===== src/rtl/mem_port_arbiter.sv =====
// Arbitrates instruction-fetch and load/store requests onto one single-ported memory.
// One access in flight: IDLE -> BUSY -> RESP -> IDLE, with starvation guard, timeout and fetch flush.
module mem_port_arbiter #(
    parameter int unsigned STARVE_MAX = 4,
    parameter int unsigned TIMEOUT    = 16
) (
    input  logic        i_clk,
    input  logic        i_reset,
    input  logic        i_if_req,
    input  logic [31:0] i_if_addr,
    input  logic        i_if_flush,
    output logic        o_if_gnt,
    output logic        o_if_rvalid,
    output logic [31:0] o_if_rdata,
    output logic        o_if_err,
    input  logic        i_ls_req,
    input  logic        i_ls_wren,
    input  logic [31:0] i_ls_addr,
    input  logic [31:0] i_ls_wdata,
    input  logic [3:0]  i_ls_bmask,
    output logic        o_ls_gnt,
    output logic        o_ls_rvalid,
    output logic [31:0] o_ls_rdata,
    output logic        o_ls_err,
    output logic        o_mem_req,
    output logic        o_mem_wren,
    output logic [31:0] o_mem_addr,
    output logic [31:0] o_mem_wdata,
    output logic [3:0]  o_mem_bmask,
    input  logic        i_mem_ack,
    input  logic [31:0] i_mem_rdata
);

    localparam int unsigned SW = (STARVE_MAX > 0) ? $clog2(STARVE_MAX + 1) : 1;
    localparam int unsigned TW = (TIMEOUT > 1) ? $clog2(TIMEOUT) : 1;

    localparam logic [1:0] S_IDLE    = 2'd0;
    localparam logic [1:0] S_IF_BUSY = 2'd1;
    localparam logic [1:0] S_LS_BUSY = 2'd2;
    localparam logic [1:0] S_RESP    = 2'd3;

    logic [1:0]    state_q, state_d;
    logic [SW-1:0] starve_q, starve_d;
    logic [TW-1:0] tmo_q, tmo_d;
    logic          discard_q, discard_d;
    logic          own_if_q, own_if_d;
    logic          wren_q, wren_d;
    logic [31:0]   addr_q, addr_d;
    logic [31:0]   wdata_q, wdata_d;
    logic [3:0]    bmask_q, bmask_d;
    logic [31:0]   rdata_q, rdata_d;
    logic          err_q, err_d;
    logic          if_win, ls_win;
    logic          busy, resp, if_rv, ls_rv;

    // Arbitration, access latching, completion capture and timeout.
    always_comb begin
        state_d   = state_q;
        starve_d  = starve_q;
        tmo_d     = tmo_q;
        discard_d = discard_q;
        own_if_d  = own_if_q;
        wren_d    = wren_q;
        addr_d    = addr_q;
        wdata_d   = wdata_q;
        bmask_d   = bmask_q;
        rdata_d   = rdata_q;
        err_d     = err_q;
        if_win    = 1'b0;
        ls_win    = 1'b0;
        case (state_q)
            S_IDLE: begin
                if (i_if_req && (!i_ls_req || starve_q == SW'(STARVE_MAX))) begin
                    if_win = 1'b1;
                end else if (i_ls_req) begin
                    ls_win = 1'b1;
                end
                if (if_win) begin
                    state_d   = S_IF_BUSY;
                    own_if_d  = 1'b1;
                    wren_d    = 1'b0;
                    addr_d    = i_if_addr;
                    wdata_d   = '0;
                    bmask_d   = 4'hF;
                    starve_d  = '0;
                    tmo_d     = '0;
                    discard_d = i_if_flush;
                end else if (ls_win) begin
                    state_d   = S_LS_BUSY;
                    own_if_d  = 1'b0;
                    wren_d    = i_ls_wren;
                    addr_d    = i_ls_addr;
                    wdata_d   = i_ls_wdata;
                    bmask_d   = i_ls_bmask;
                    tmo_d     = '0;
                    discard_d = 1'b0;
                    if (i_if_req && starve_q != SW'(STARVE_MAX)) begin
                        starve_d = starve_q + SW'(1);
                    end
                end
            end
            S_IF_BUSY, S_LS_BUSY: begin
                tmo_d = tmo_q + TW'(1);
                if (state_q == S_IF_BUSY && i_if_flush) begin
                    discard_d = 1'b1;
                end
                // A late ack on the final cycle still beats the timeout.
                if (i_mem_ack) begin
                    state_d = S_RESP;
                    rdata_d = wren_q ? 32'h0 : i_mem_rdata;
                    err_d   = 1'b0;
                end else if (tmo_q == TW'(TIMEOUT - 1)) begin
                    state_d = S_RESP;
                    rdata_d = 32'h0;
                    err_d   = 1'b1;
                end
            end
            S_RESP: begin
                state_d   = S_IDLE;
                discard_d = 1'b0;
            end
            default: state_d = S_IDLE;
        endcase
    end

    always_ff @(posedge i_clk or negedge i_reset) begin
        if (!i_reset) begin
            state_q   <= S_IDLE;
            starve_q  <= '0;
            tmo_q     <= '0;
            discard_q <= 1'b0;
            own_if_q  <= 1'b0;
            wren_q    <= 1'b0;
            addr_q    <= '0;
            wdata_q   <= '0;
            bmask_q   <= '0;
            rdata_q   <= '0;
            err_q     <= 1'b0;
        end else begin
            state_q   <= state_d;
            starve_q  <= starve_d;
            tmo_q     <= tmo_d;
            discard_q <= discard_d;
            own_if_q  <= own_if_d;
            wren_q    <= wren_d;
            addr_q    <= addr_d;
            wdata_q   <= wdata_d;
            bmask_q   <= bmask_d;
            rdata_q   <= rdata_d;
            err_q     <= err_d;
        end
    end

    assign busy  = (state_q == S_IF_BUSY) || (state_q == S_LS_BUSY);
    assign resp  = (state_q == S_RESP);
    assign if_rv = resp && own_if_q && !discard_q;
    assign ls_rv = resp && !own_if_q;

    // Grants are combinational, so they are gated to stay quiet while reset is held.
    assign o_if_gnt    = i_reset && if_win;
    assign o_ls_gnt    = i_reset && ls_win;
    assign o_mem_req   = busy;
    assign o_mem_wren  = busy && wren_q;
    assign o_mem_addr  = busy ? addr_q  : 32'h0;
    assign o_mem_wdata = busy ? wdata_q : 32'h0;
    assign o_mem_bmask = busy ? bmask_q : 4'h0;
    assign o_if_rvalid = if_rv;
    assign o_if_rdata  = if_rv ? rdata_q : 32'h0;
    assign o_if_err    = if_rv && err_q;
    assign o_ls_rvalid = ls_rv;
    assign o_ls_rdata  = ls_rv ? rdata_q : 32'h0;
    assign o_ls_err    = ls_rv && err_q;

endmodule


===== config.mk =====
export PLATFORM = sky130hd
export DESIGN_NAME = mem_port_arbiter
export DESIGN_NICKNAME = d
export VERILOG_FILES = /design/src/rtl/mem_port_arbiter.sv
export SDC_FILE = /design/constraint.sdc
export NUM_CORES = 1
export LEC_CHECK = 0
export BUFFER_PORTS_ARGS = -buffer_cell sky130_fd_sc_hd__buf_2
export CAP_MARGIN = 20
export CORE_MARGIN = 2
export CORE_UTILIZATION = 52
export DETAILED_ROUTE_END_ITERATION = 7
export PLACE_DENSITY = 0.95
export SETUP_SLACK_MARGIN = 0.5
export SLEW_MARGIN = 40
export SYNTH_ARGS = -nofsm -noshare
export SYNTH_HDL_FRONTEND = slang
export SYNTH_SLANG_ARGS = --single-unit

===== constraint.sdc =====
create_clock -name i_clk -period 3.9 [get_ports i_clk]
set_input_delay 0.195 -clock i_clk [delete_from_list [all_inputs] [get_ports i_clk]]
set_output_delay 0.195 -clock i_clk [all_outputs]
set_load 0.02 [all_outputs]

; Yosys cells after proc, flatten, opt, wreduce, memory -nomap -nowiden
; Cells that the tools add are included.
[word_totals]
ff_bits = 113
inputBits = 139
out_inout_bits = 140
word_cells = 91
[op_classes]
addsub = 2
eq_ne = 9
n_mux = 41
n_reduce_logical = 28
[op_table]
columns = op, count
row1 = two-way mux 32 bit, 11
row2 = two-way mux 4 bit, 5
row3 = two-way mux 1 bit, 15
row4 = logical AND 1 bit, 11
row5 = AND reduction 2 bit, 5
row6 = two-way mux 3 bit, 3
row7 = inequality test 3 bit (second input constant), 3
row8 = two-way mux 2 bit, 4
row9 = case mux 4 bit (2 select lines), 1
row10 = nonzero test 2 bit, 4
row11 = case mux 2 bit (3 select lines), 1
row12 = adder 4 x 1 -> 4 bit (second input constant), 1
row13 = equality test 2 bit (second input constant), 2
row14 = equality test 4 bit (second input constant), 1
row15 = adder 3 x 1 -> 3 bit (second input constant), 1
row16 = equality test 3 bit (second input constant), 1
row17 = logical NOT 1 bit, 3
row18 = case mux 1 bit (3 select lines), 1
row19 = AND reduction 3 bit, 1
row20 = equality test 2 x 1 -> 1 bit (second input constant), 1
row21 = logical NOT 2 bit, 1
row22 = logical OR 1 bit, 2
row23 = inequality test 2 bit (second input constant), 1
row24 = OR reduction 2 bit, 1

; Longest topological paths before layout
; Gate-level depths: netlist of the first run.
[logic_depth]
depth_word = 8
ltp_mapped = 8
depth_no_buf = 5

; Worst setup path after synthesis of the first run
; OpenSTA, ideal clock, no wires.
[synth_timing]
kind = register to output
startpoint = register state_q[0]
endpoint = output o_mem_bmask[0]
arrival_time_ns = 1.784
required_ns = 3.705
slack_ns = 1.921
path_stages_with_launch = 7
n_path_buf = 3
cell_sequence = dfrtp_1 > inv_1 > ha_1 > buf_2 > clkbuf_1 > clkbuf_1 > and2_1
[synth_via]
elab_chain_len = 3
word_cells_on_any_way = 4
cone_classes = eq/ne (2) / mux (1) / reduce/logical (1)
[synth_rtl]
columns = element, line_no
row1 = "start, declared", 42  ; logic [1:0] state_q, state_d;
row2 = "start signal, assigned", 140  ; state_q <= state_d;
row3 = equality test 2 x 1 -> 1 bit / equality test 2 bit (equally long branches), 154  ; assign busy = (state_q == S_IF_BUSY) || (state_q == S_LS_BUSY);
row4 = logical OR 1 bit *, 154
row5 = via o_mem_req, 25  ; output logic o_mem_req,
row6 = two-way mux 4 bit *, 166  ; assign o_mem_bmask = busy ? bmask_q : 4'h0;
row7 = "end, declared", 29  ; output logic [3:0] o_mem_bmask,
; Mark *: on every way through the listed nets, which the timed path passes. The rest lies on a longest branch.

; Final worst setup path of the first run
[layout_timing]
startpoint = register starve_q[1]
endpoint = output o_if_gnt
[layout_via]
elab_chain_len = 7
[layout_rtl]
columns = element, line_no
row1 = "start, declared", 43  ; logic [SW-1:0] starve_q, starve_d;
row2 = "start signal, assigned", 141  ; starve_q <= starve_d;
row3 = equality test 3 bit, 73  ; if (i_if_req && (!i_ls_req || starve_q == SW'(STARVE_MAX))) begin
row4 = logical OR 1 bit, 73
row5 = logical AND 1 bit, 73
row6 = two-way mux 1 bit, 73
row7 = two-way mux 1 bit (2 in a row), 71  ; case (state_q)
row8 = logical AND 1 bit, 160  ; assign o_if_gnt = i_reset && if_win;
row9 = "end, declared", 12  ; output logic o_if_gnt,
; No other way between the ends. The select of a mux whose other input is x is not followed.

==> results.toml, run 1 <==
[placement]
buffer_ports.inserted = 278
globalplace.congestion = 0.801
place.detailed.hpwl_mm = 12.3
dpl.cell_count = 1081

[grt]
groute.usage.overall = 0.283
overflow = 0
grt_max_degree = 68
antenna_found_initial = 1
grt_pass1_wl_mm = 28.7
via_count_of_the_first_global_routing_pass = 5832

[timing]
number_of_pins_exceeding_their_max_slew_limit_in_the_final_report = 0
final_sum_of_negative_setup_slack_ps = 0
report.final.hold_viol_count = 0
fin_crit_sh = 0.752
worst_clock_skew_ps = 14.2
tightestPinTransition_ps = 850
max_slew_margin = 0.433
layout_min_cycle_time_ps = 2930
max_freq_ghz = 0.341
rsz0062_at_grt = "false"
finalSetupViolCount = 0

[yosys]
synth.top_cells.by_count = "168 x sky130_fd_sc_hd__nand2_1, 135 x sky130_fd_sc_hd__and2_1, 113 x sky130_fd_sc_hd__dfrtp_1"
synthesis.yosys.warnings = 0
synth_cell_type_count = 45
synth.cell_area_um2 = 6290
synth_area_leaders = "sky130_fd_sc_hd__dfrtp_1 45%, sky130_fd_sc_hd__and2_1 13%, sky130_fd_sc_hd__nand2_1 10%"
top_area_cell_type_share_of_the_netlist_area = 0.450
synth.net_count = 864
synth_seq_area_share = 0.450
synth_async_sr_flop_share = 1.00
synthCells = 717
yosysTopAreaCell = "sky130_fd_sc_hd__dfrtp_1"
synth-edff-count = 0
synth.ff_latch_count = 113
synth_flop_cell = "sky130_fd_sc_hd__dfrtp_1"
synth.most_common_cell = "sky130_fd_sc_hd__nand2_1"
syn_avg_cell_area_um2 = 8.77

[drt]
route.antenna.remaining_nets = 0
postRouteWirelength_mm = 18.4
drc = 0
vias = 6186
drt-initial-drc-count = 545
detail_route.vias_per_cell = 5.55
drt_pass1_iterations = 5
routedWlPerCell_um = 16.5

[clock_tree]
ctsHtreeMaxLevel = 4
clkSlewWorstSetupHoldPaths_ps = 60
tritoncts = "yes"
numClockSinks = 113
clockRootBuffer = "sky130_fd_sc_hd__clkbuf_16"
clock_latency_ps = 420
cts_resized = 0
cts_inserted_buffers = 17
bufs_on_longest_clock_path = 2

[setup_path]
nature_of_the_critical_path_endpoint = "output port"
crit_path_max_fanout = 67
worst_r2r_path_depth = 6
crit_path_start_kind = "flip-flop"
timing.critical_path.arrival_ps = 2740
critPathRequiredTime_ps = 3700
reg2reg_setup_slack_ps = 1350
critPathKind = "reg2out"

[pwr]
vdd_ir_drop_max_mv = 0.489
p_leak_nw = 4.35
powerDensity_nw_per_um2 = 868

[layout]
area_growth_syn_to_layout_pct = 31.6
fill_cells = 873
final_layout_size_suffix_gt1_frac = 0.364
final_antenna_diode_count = 0
finish.cell_count_without_fillers = 1115
layout.nets = 1102

[flow_run]
max_cap_violations = 0

[run_status]
run_status = "finished, final reports clean"

[floorplanning]
initial_core_util = 0.528
floorplan.io_pins = 279
die_h_um = 114
placeableCoreArea_um2 = 11900
die-width_um = 114
rows = 40
dieArea_um2 = 13000

[hold_path]
min_delay_path_depth = 3
min_path_type = "in2reg"
-- registers in the layout, indices dropped and copies added (netlist names), 2 cells and up --
name and count:
state_q 2, starve_q 3, bmask_q 4, addr_q 32, tmo_q 4, wdata_q 32, rdata_q 32
-- critical path, stage by stage (launching register included) --
cell and delay (ps):
sky130_fd_sc_hd__dfrtp_1 410, sky130_fd_sc_hd__inv_1 80, sky130_fd_sc_hd__ha_1 150, sky130_fd_sc_hd__a21bo_1 110, sky130_fd_sc_hd__buf_4 360, sky130_fd_sc_hd__and2_4 770
sky130_fd_sc_hd__and3_1 260, sky130_fd_sc_hd__buf_2 160
-- cell type report --
type | instances | area (um2) | share of cell area
Clock inverter | 9 | 106 | 0.0129
Inverter | 6 | 22.5 | 0.00272
Sequential cell | 113 | 2830 | 0.342
Timing Repair Buffer | 286 | 1480 | 0.178
Clock buffer | 23 | 478 | 0.0578
Multi-Input combinational cell | 531 | 3180 | 0.384
Tap cell | 147 | 184 | 0.0222
-- power by group --
part           leakage (nW)  switching [mW]  internal, mW
combinational          2.66            2.33          1.31
clock                 0.279           0.534         0.987
sequential             1.42           0.321          1.71
total                  4.35            3.18          4.00
-- worst paths after layout --
path                                to            from
max                           o_if_gnt     starve_q[1]
min                        wdata_q[31]  i_ls_wdata[31]
max reg2reg                 wdata_q[9]      state_q[0]
min reg2reg                 wdata_q[7]      wdata_q[7]
max in group asynchronous       wren_q         i_reset
min in group asynchronous   rdata_q[8]         i_reset
-- what timing repair did --
action	4_1_cts	5_1_grt
setup buffers	0	0
hold buffers	2	0
endpoints found under the hold margin	64	0
-- cells by family (layout without fill, tap and decap cells) --
| group | count (synthesis) | in the layout | share of synthesized area |
|---|---|---|---|
| AOI/OAI and AO/OA | 126 | 126 | 0.142 |
| adders and majority gates | 8 | 8 | 0.0159 |
| buffers and inverters | 73 | 324 | 0.0511 |
| DFF | 113 | 113 | 0.450 |
| muxes | 4 | 4 | 0.00676 |
| and+or+nand+nor | 393 | 393 | 0.335 |
-- per-layer routing --
metal	GRT usage	wire length [um]	up-vias	share of wire
met4	0.124	564	0	0.031
li1	-	-	2905	-
met5	0	0	-	0
met1	0.337	6960	2911	0.38
met2	0.481	9290	325	0.50
met3	0.0776	1590	45	0.086
-- placed cells by master (no fill, tap or decap), drive strengths merged, types with 3 or more instances in the layout --
cell type	instances
buf	284
ha	8
and2	136
a21oi	5
inv	6
a21o	3
dfrtp	113
clkbuf	23
nand2	168
nand4	32
o211ai	32
o21ai	72
clkinv	4
nand4b	32
nor2	10
clkinvlp	3
-- stage by stage --
step,utilization,power (mW),hold slack (ps),cell area (um2),setup slack (ps)
after floorplan,-,4.50,-101,6290,1920
after detailed placement,0.643,5.65,353,7660,1400
final,0.695,7.19,8.46,8270,969
after global routing,0.695,7.68,11.0,8270,797
after global placement,0.641,5.49,343,7640,1500
after CTS,0.694,7.21,0.290,8270,997
Note: power is estimated with default switching activity, not from simulation.
==> run 2: changes to the inputs <==
--- a/config.mk
+++ b/config.mk
@@ -8,9 +8,9 @@
 export BUFFER_PORTS_ARGS = -buffer_cell sky130_fd_sc_hd__buf_2
 export CAP_MARGIN = 20
 export CORE_MARGIN = 2
-export CORE_UTILIZATION = 52
+export CORE_UTILIZATION = 48
 export DETAILED_ROUTE_END_ITERATION = 7
-export PLACE_DENSITY = 0.95
+export PLACE_DENSITY = 0.91
 export SETUP_SLACK_MARGIN = 0.5
 export SLEW_MARGIN = 40
 export SYNTH_ARGS = -nofsm -noshare
==> constraint.sdc (replaced) <==
create_clock -name i_clk -period 2.7 [get_ports i_clk]
set_input_delay 0.135 -clock i_clk [delete_from_list [all_inputs] [get_ports i_clk]]
set_output_delay 0.135 -clock i_clk [all_outputs]
set_load 0.02 [all_outputs]
==> results.toml, run 2 (synthesis gave the netlist of run 1 again) <==
[drt]
route.antenna.remaining_nets = 0
detail_route.vias_per_cell = 5.98
drc = 0
drt-initial-drc-count = 926
drt_pass1_iterations = 5
routedWlPerCell_um = 20.7
vias = 7460
postRouteWirelength_mm = 25.8

[setup_path]
critical_path.startpoint = "state_q[0]"
crit_path_start_kind = "flip-flop"
timing.critical_path.arrival_ps = 2020
timing.rr.start = "state_q[0]"
reg2reg_setup_slack_ps = 600
nature_of_the_critical_path_endpoint = "output port"
critPathRequiredTime_ps = 2570
worst_r2r_path_depth = 8
crit_path_max_fanout = 28
critPathKind = "reg2out"
regToRegEndpoint = "wdata_q[12]"

[floorplanning]
rows = 41
floorplan.io_pins = 279
dieArea_um2 = 14000
die-width_um = 118
placeableCoreArea_um2 = 12700
die_h_um = 118
initial_core_util = 0.494

[layout]
finish.cell_count_without_fillers = 1247
largest_registers = "addr_q: 32 flops, rdata_q: 32 flops, wdata_q: 32 flops"
layout_common_cells = "277 x sky130_fd_sc_hd__buf_2, 168 x sky130_fd_sc_hd__nand2_1, 135 x sky130_fd_sc_hd__and2_1"
fill_cells = 767
layout.nets = 1209
final_layout_size_suffix_gt1_frac = 0.338
mostFrequentLayoutCell = "sky130_fd_sc_hd__buf_2"
finalCoreUtilization = 0.736
area_growth_syn_to_layout_pct = 49.0
finish.instance_area_um2 = 9370

[timing]
finalSetupViolCount = 0
final_ws_setup_ps = 543
number_of_pins_exceeding_their_max_slew_limit_in_the_final_report = 0
rsz0062_at_grt = "true"
final_sum_of_negative_setup_slack_ps = 0
tightestPinTransition_ps = 609
max_freq_ghz = 0.464
report.final.hold_viol_count = 0
fin_worst_hold_slack_ps = 9.40
worst_clock_skew_ps = 8.96
fin_crit_sh = 0.799
layout_min_cycle_time_ps = 2160
max_slew_margin = 0.593

[hold_path]
min_delay_path_depth = 3
whs_endpoint = "addr_q[2]"
min_path_type = "in2reg"
hold_path_startpoint = "i_if_addr[2]"

[grt]
overflow = 0
groute.usage.overall = 0.358
grt_max_degree = 109
via_count_of_the_first_global_routing_pass = 7418
grt_pass1_wl_mm = 39.3
antenna_found_initial = 1

[pwr]
p_int_mw = 5.95
vdd_ir_drop_max_mv = 0.764
p_leak_nw = 4.81
share_of_power_burned_in_combinational_logic = 0.527
switchingPower_mw = 5.12
powerDensity_nw_per_um2 = 1180
power_switching_share = 0.463
p_clk_frac = 0.198
post-layout-total-power_mw = 11.1
seqPwrFrac = 0.275

[placement]
place.detailed.hpwl_mm = 13.2
globalplace.congestion = 0.859
dpl_worst_slack_ps = 623
dpl.cell_count = 1113
dpl_cell_area_um2 = 7760
buffer_ports.inserted = 278

[clock_tree]
numClockSinks = 113
tritoncts = "yes"
clockRootBuffer = "sky130_fd_sc_hd__clkbuf_16"
ctsHtreeMaxLevel = 4
clkSlewWorstSetupHoldPaths_ps = 60
bufs_on_longest_clock_path = 2
cts_inserted_buffers = 17
clock_latency_ps = 420

[flow_run]
max_cap_violations = 0

[run_status]
run_status = "finished, final reports clean"
run 2: cell types whose count changed in the layout (fill, tap and decap cells not counted), moves of 2 or more:
| cell | before | now |
|---|---|---|
| sky130_fd_sc_hd__buf_8 | 0 | 2 |
| sky130_fd_sc_hd__buf_4 | 5 | 9 |
| sky130_fd_sc_hd__dlygate4sd3_1 | 2 | 97 |
| sky130_fd_sc_hd__buf_6 | 1 | 3 |
run 2: how the worst max path moves through the flow:
stage	slack [ps]	endpoint	depth (start not counted)
floorplan	780	o_mem_bmask[0]	6
global placement	630	o_if_gnt	5
detailed placement	620	o_if_gnt	5
CTS	540	o_ls_gnt	6
global route	490	o_ls_gnt	6
finish	540	o_ls_gnt	6
run 2: layout make-up:
type,count,area (um2),share of cell area
multi-input cells,533,3190,0.340
repair buffers,391,2540,0.271
diodes,1,2.50,0.000267
well taps,172,215,0.0230
inverters,6,25.0,0.00267
clock inverters,10,111,0.0119
flip-flops and latches,113,2830,0.302
clock buffers,21,460,0.0491
run 2: worst max-delay path, cell delays in order (launching register included):
cell and delay (ps):
sky130_fd_sc_hd__dfrtp_1 410, sky130_fd_sc_hd__inv_1 170, sky130_fd_sc_hd__ha_4 180, sky130_fd_sc_hd__buf_6 220
sky130_fd_sc_hd__nand3_1 210, sky130_fd_sc_hd__nor2_1 210, sky130_fd_sc_hd__buf_2 200
run 2: layer usage:
layer	wire length [um]	track usage	up-vias
li1	-	-	3122
met1	8950	0.410	3473
met2	12300	0.589	701
met3	2730	0.0912	164
met4	1830	0.240	0
met5	0	0	-
run 2: what timing repair did:
item / CTS / global route
setup buffers: 1 / 2
pin swaps: 1 / 1
hold buffers: 97 / 0
gates resized for setup: 2 / 4
cloned: 1 / 1
endpoints found under the hold margin: 204 / 0
setup endpoints to repair: 43 / 49
run 2: power by group through the flow:
stage / Clock (mW) / Sequential, mW / Combinational (mW)
6_report: 2.19 / 3.04 / 5.83
5_1_grt: 2.29 / 3.10 / 6.23
4_1_cts: 2.20 / 2.95 / 5.49
3_5_place_dp: 0 / 2.96 / 5.28
3_3_place_gp: 0 / 2.93 / 5.13
2_1_floorplan: 0 / 2.76 / 3.74
==> run 3: changes to the inputs <==
==> constraint.sdc (replaced) <==
create_clock -name i_clk -period 2.1 [get_ports i_clk]
set_input_delay 0.105 -clock i_clk [delete_from_list [all_inputs] [get_ports i_clk]]
set_output_delay 0.105 -clock i_clk [all_outputs]
set_load 0.02 [all_outputs]
==> results.toml, run 3 <==
[yosys]
synth_area_leaders = "sky130_fd_sc_hd__dfrtp_1 45%, sky130_fd_sc_hd__and2_1 13%, sky130_fd_sc_hd__nand2_1 10%"
synth.top_cells.by_count = "168 x sky130_fd_sc_hd__nand2_1, 135 x sky130_fd_sc_hd__and2_1, 113 x sky130_fd_sc_hd__dfrtp_1"
synth-edff-count = 0
synthesis.yosys.warnings = 0
synth_flop_cell = "sky130_fd_sc_hd__dfrtp_1"
synth.net_count = 864
yosysTopAreaCell = "sky130_fd_sc_hd__dfrtp_1"
synth_async_sr_flop_share = 1.00
synth.ff_latch_count = 113
synth_seq_area_share = 0.450
synth_cell_type_count = 45
top_area_cell_type_share_of_the_netlist_area = 0.450
synth.most_common_cell = "sky130_fd_sc_hd__nand2_1"
syn_avg_cell_area_um2 = 8.77
synthCells = 717
synth.cell_area_um2 = 6290

[run_status]
outcome.stop_stage = "5_1_grt"
run_status = "stopped before the end"
error_line = "[ERROR GRT-0232] Routing congestion too high. Check the congestion heatmap in the GUI."

[placement]
dpl.cell_count = 1119
place.detailed.hpwl_mm = 12.9
buffer_ports.inserted = 278
globalplace.congestion = 0.843

[clock_tree]
clockRootBuffer = "sky130_fd_sc_hd__clkbuf_16"
ctsHtreeMaxLevel = 4
numClockSinks = 113
bufs_on_longest_clock_path = 2
cts_inserted_buffers = 17

[floorplanning]
floorplan.io_pins = 279
die_h_um = 118
rows = 41
die-width_um = 118
initial_core_util = 0.494

[grt]
overflow = 689
groute.usage.overall = 0.939
grt_max_degree = 48

[timing]
globalroute.repair_timing.worst_endpoint = "o_if_rdata[17]"
worst_path_end_type = "top-level output"
==> run 3: per-stage QoR <==
step           hold slack, ps  cell area (um2)  setup slack [ps]
2_1_floorplan            -191             6340               500
3_5_place_dp              236             7870               304
3_3_place_gp              241             7870               404
4_1_cts                 0.412            10600               190
==> run 3: cells by family after synthesis <==
kind of cell | after synthesis | synth area share
simple gates | 393 | 0.335
fa+ha+maj | 8 | 0.0159
buf+inv | 73 | 0.0511
compound gates | 126 | 0.142
mux | 4 | 0.00676
flops | 113 | 0.450
==> run 3: metal layers <==
metal | GRT usage | GRT overflow
met1 | 0.874 | 3
met2 | 1.15 | 480
met3 | 0.762 | 2
met4 | 1.08 | 201
met5 | 0.213 | 3
==> run 3: what timing repair did <==
item,CTS
hold endpoints to repair,214
cloned,8
gates resized for setup,133
buffers inserted,22
pin swaps,6
endpoints found under the setup margin,245
hold buffers,129
==> run 4: changes to the inputs <==
--- a/config.mk
+++ b/config.mk
@@ -8,10 +8,9 @@
 export BUFFER_PORTS_ARGS = -buffer_cell sky130_fd_sc_hd__buf_2
 export CAP_MARGIN = 20
 export CORE_MARGIN = 2
-export CORE_UTILIZATION = 48
+export CORE_UTILIZATION = 40
 export DETAILED_ROUTE_END_ITERATION = 7
-export PLACE_DENSITY = 0.91
-export SETUP_SLACK_MARGIN = 0.5
+export PLACE_DENSITY_LB_ADDON = 0.15
 export SLEW_MARGIN = 40
 export SYNTH_ARGS = -nofsm -noshare
 export SYNTH_HDL_FRONTEND = slang
==> results.toml, run 4 (synthesis gave the netlist of run 1 again) <==
[run_status]
run_status = "finished, final reports clean"

[floorplanning]
placeableCoreArea_um2 = 15300
rows = 45
initial_core_util = 0.412
die-width_um = 129
dieArea_um2 = 16700
die_h_um = 129
floorplan.io_pins = 279

[pwr]
post-layout-total-power_mw = 14.2
vdd_ir_drop_max_mv = 0.872
powerDensity_nw_per_um2 = 1430
p_leak_nw = 5.08

[grt]
grt_max_degree = 92
groute.usage.overall = 0.243
via_count_of_the_first_global_routing_pass = 6570
overflow = 0
antenna_found_initial = 0
grt_pass1_wl_mm = 32.0

[drt]
drt_pass1_iterations = 6
postRouteWirelength_mm = 20.5
route.antenna.remaining_nets = 0
drt-initial-drc-count = 290
vias = 6671
drc = 0
detail_route.vias_per_cell = 5.00
routedWlPerCell_um = 15.4

[clock_tree]
cts_inserted_buffers = 17
clkSlewWorstSetupHoldPaths_ps = 50
clock_latency_ps = 410
clockRootBuffer = "sky130_fd_sc_hd__clkbuf_16"
numClockSinks = 113
tritoncts = "yes"
bufs_on_longest_clock_path = 2
ctsHtreeMaxLevel = 4

[layout]
largest_registers = "addr_q: 32 flops, rdata_q: 32 flops, wdata_q: 32 flops"
fill_cells = 1262
final_layout_size_suffix_gt1_frac = 0.335
final_antenna_diode_count = 0
layout_common_cells = "276 x sky130_fd_sc_hd__buf_2, 168 x sky130_fd_sc_hd__nand2_1, 135 x sky130_fd_sc_hd__and2_1"
seqCellArea_um2 = 2830
multi_input_area_um2 = 3170
area_growth_syn_to_layout_pct = 58.5
mostFrequentLayoutCell = "sky130_fd_sc_hd__buf_2"
layout.nets = 1257

[placement]
buffer_ports.inserted = 278
dpl_worst_slack_ps = 310
globalplace.congestion = 0.753
place.detailed.hpwl_mm = 12.8

[setup_path]
critPathRequiredTime_ps = 2000
crit_path_max_fanout = 18
reg2reg_setup_slack_ps = 280
crit_buf_inv = 3
critPathKind = "reg2out"
nature_of_the_critical_path_endpoint = "output port"
timing.critical_path.slowest_cell_delay_ps = 390
worstPathCellList = "inv_1 > ha_4 > buf_4 > and2_1 > buf_2"
timing.critical_path.arrival_ps = 1890
timing.critical_path.slowest_stage_cell = "sky130_fd_sc_hd__ha_4"
crit_path_start_kind = "flip-flop"
critPathTopFamily = "buffers and inverters"

[timing]
rsz0062_at_grt = "true"
final_ws_setup_ps = 109
worst_clock_skew_ps = 5.60
layout_min_cycle_time_ps = 1990
max_freq_ghz = 0.502
max_slew_margin = 0.661
fin_crit_sh = 0.948
tightestPinTransition_ps = 508
number_of_pins_exceeding_their_max_slew_limit_in_the_final_report = 0
report.final.hold_viol_count = 0
finalSetupViolCount = 0

[flow_run]
max_cap_violations = 0

[hold_path]
min_path_type = "in2reg"
[run 4: worst paths after layout]
kind                         startpoint     endpoint  cells after the start
max                          state_q[0]   o_mem_wren                      5
max reg2reg                  state_q[1]   state_q[0]                      5
min                        i_if_addr[0]    addr_q[0]                      3
min in group asynchronous       i_reset   addr_q[14]                      2
min reg2reg                  wdata_q[9]   wdata_q[9]                      2
max in group asynchronous       i_reset  wdata_q[12]                      3
[run 4: per-layer routing]
metal / GRT usage / wire length [um] / up-vias / part of all wire
li1: - / - / 3216 / -
met1: 0.285 / 8440 / 3120 / 0.41
met2: 0.418 / 10100 / 289 / 0.49
met3: 0.0615 / 1400 / 46 / 0.068
met4: 0.113 / 566 / 0 / 0.028
met5: 0 / 0 / - / 0
[run 4: final cells by class]
| type | count | share of cell area |
|---|---|---|
| multi-input cells | 531 | 0.318 |
| repair buffers | 441 | 0.304 |
| inverters | 6 | 0.00226 |
| clock inverters | 11 | 0.0183 |
| flip-flops and latches | 113 | 0.284 |
| well taps | 211 | 0.0265 |
| clock buffers | 21 | 0.0472 |
[run 4: metrics by stage]
stage          hold slack (ps)  instances  instance area [um2]  utilization  TNS (ps)
5_1_grt                   52.8       1334                 9970        0.653     -15.0
4_1_cts                   45.3       1324                 9870        0.647     -5.88
6_report                  64.9       1334                 9970        0.653         0
2_1_floorplan             -191        717                 6290            -         0
3_3_place_gp              53.0       1159                 7870        0.516         0
3_5_place_dp              53.7       1159                 7870        0.516         0
[run 4: timing repair]
item | in CTS | in global routing
buffers inserted | 0 | 10
hold buffers | 133 | 0
gates resized for setup | 5 | 6
pin swaps | 0 | 1
setup endpoints to repair | 103 | 70
hold endpoints to repair | 123 | 0
[run 4: where the power goes]
group          switching (mW)  total, mW  internal, mW
clock network           0.980       3.17          2.19
registers               0.608       3.78          3.17
logic                    4.39       7.28          2.89
[run 4: worst reg2reg max path, stage by stage, from the launching register on]
cell	delay (ps)
sky130_fd_sc_hd__dfrtp_1	390
sky130_fd_sc_hd__inv_1	170
sky130_fd_sc_hd__ha_4	240
sky130_fd_sc_hd__nor3b_1	460
sky130_fd_sc_hd__a21oi_1	150
sky130_fd_sc_hd__mux2_2	300
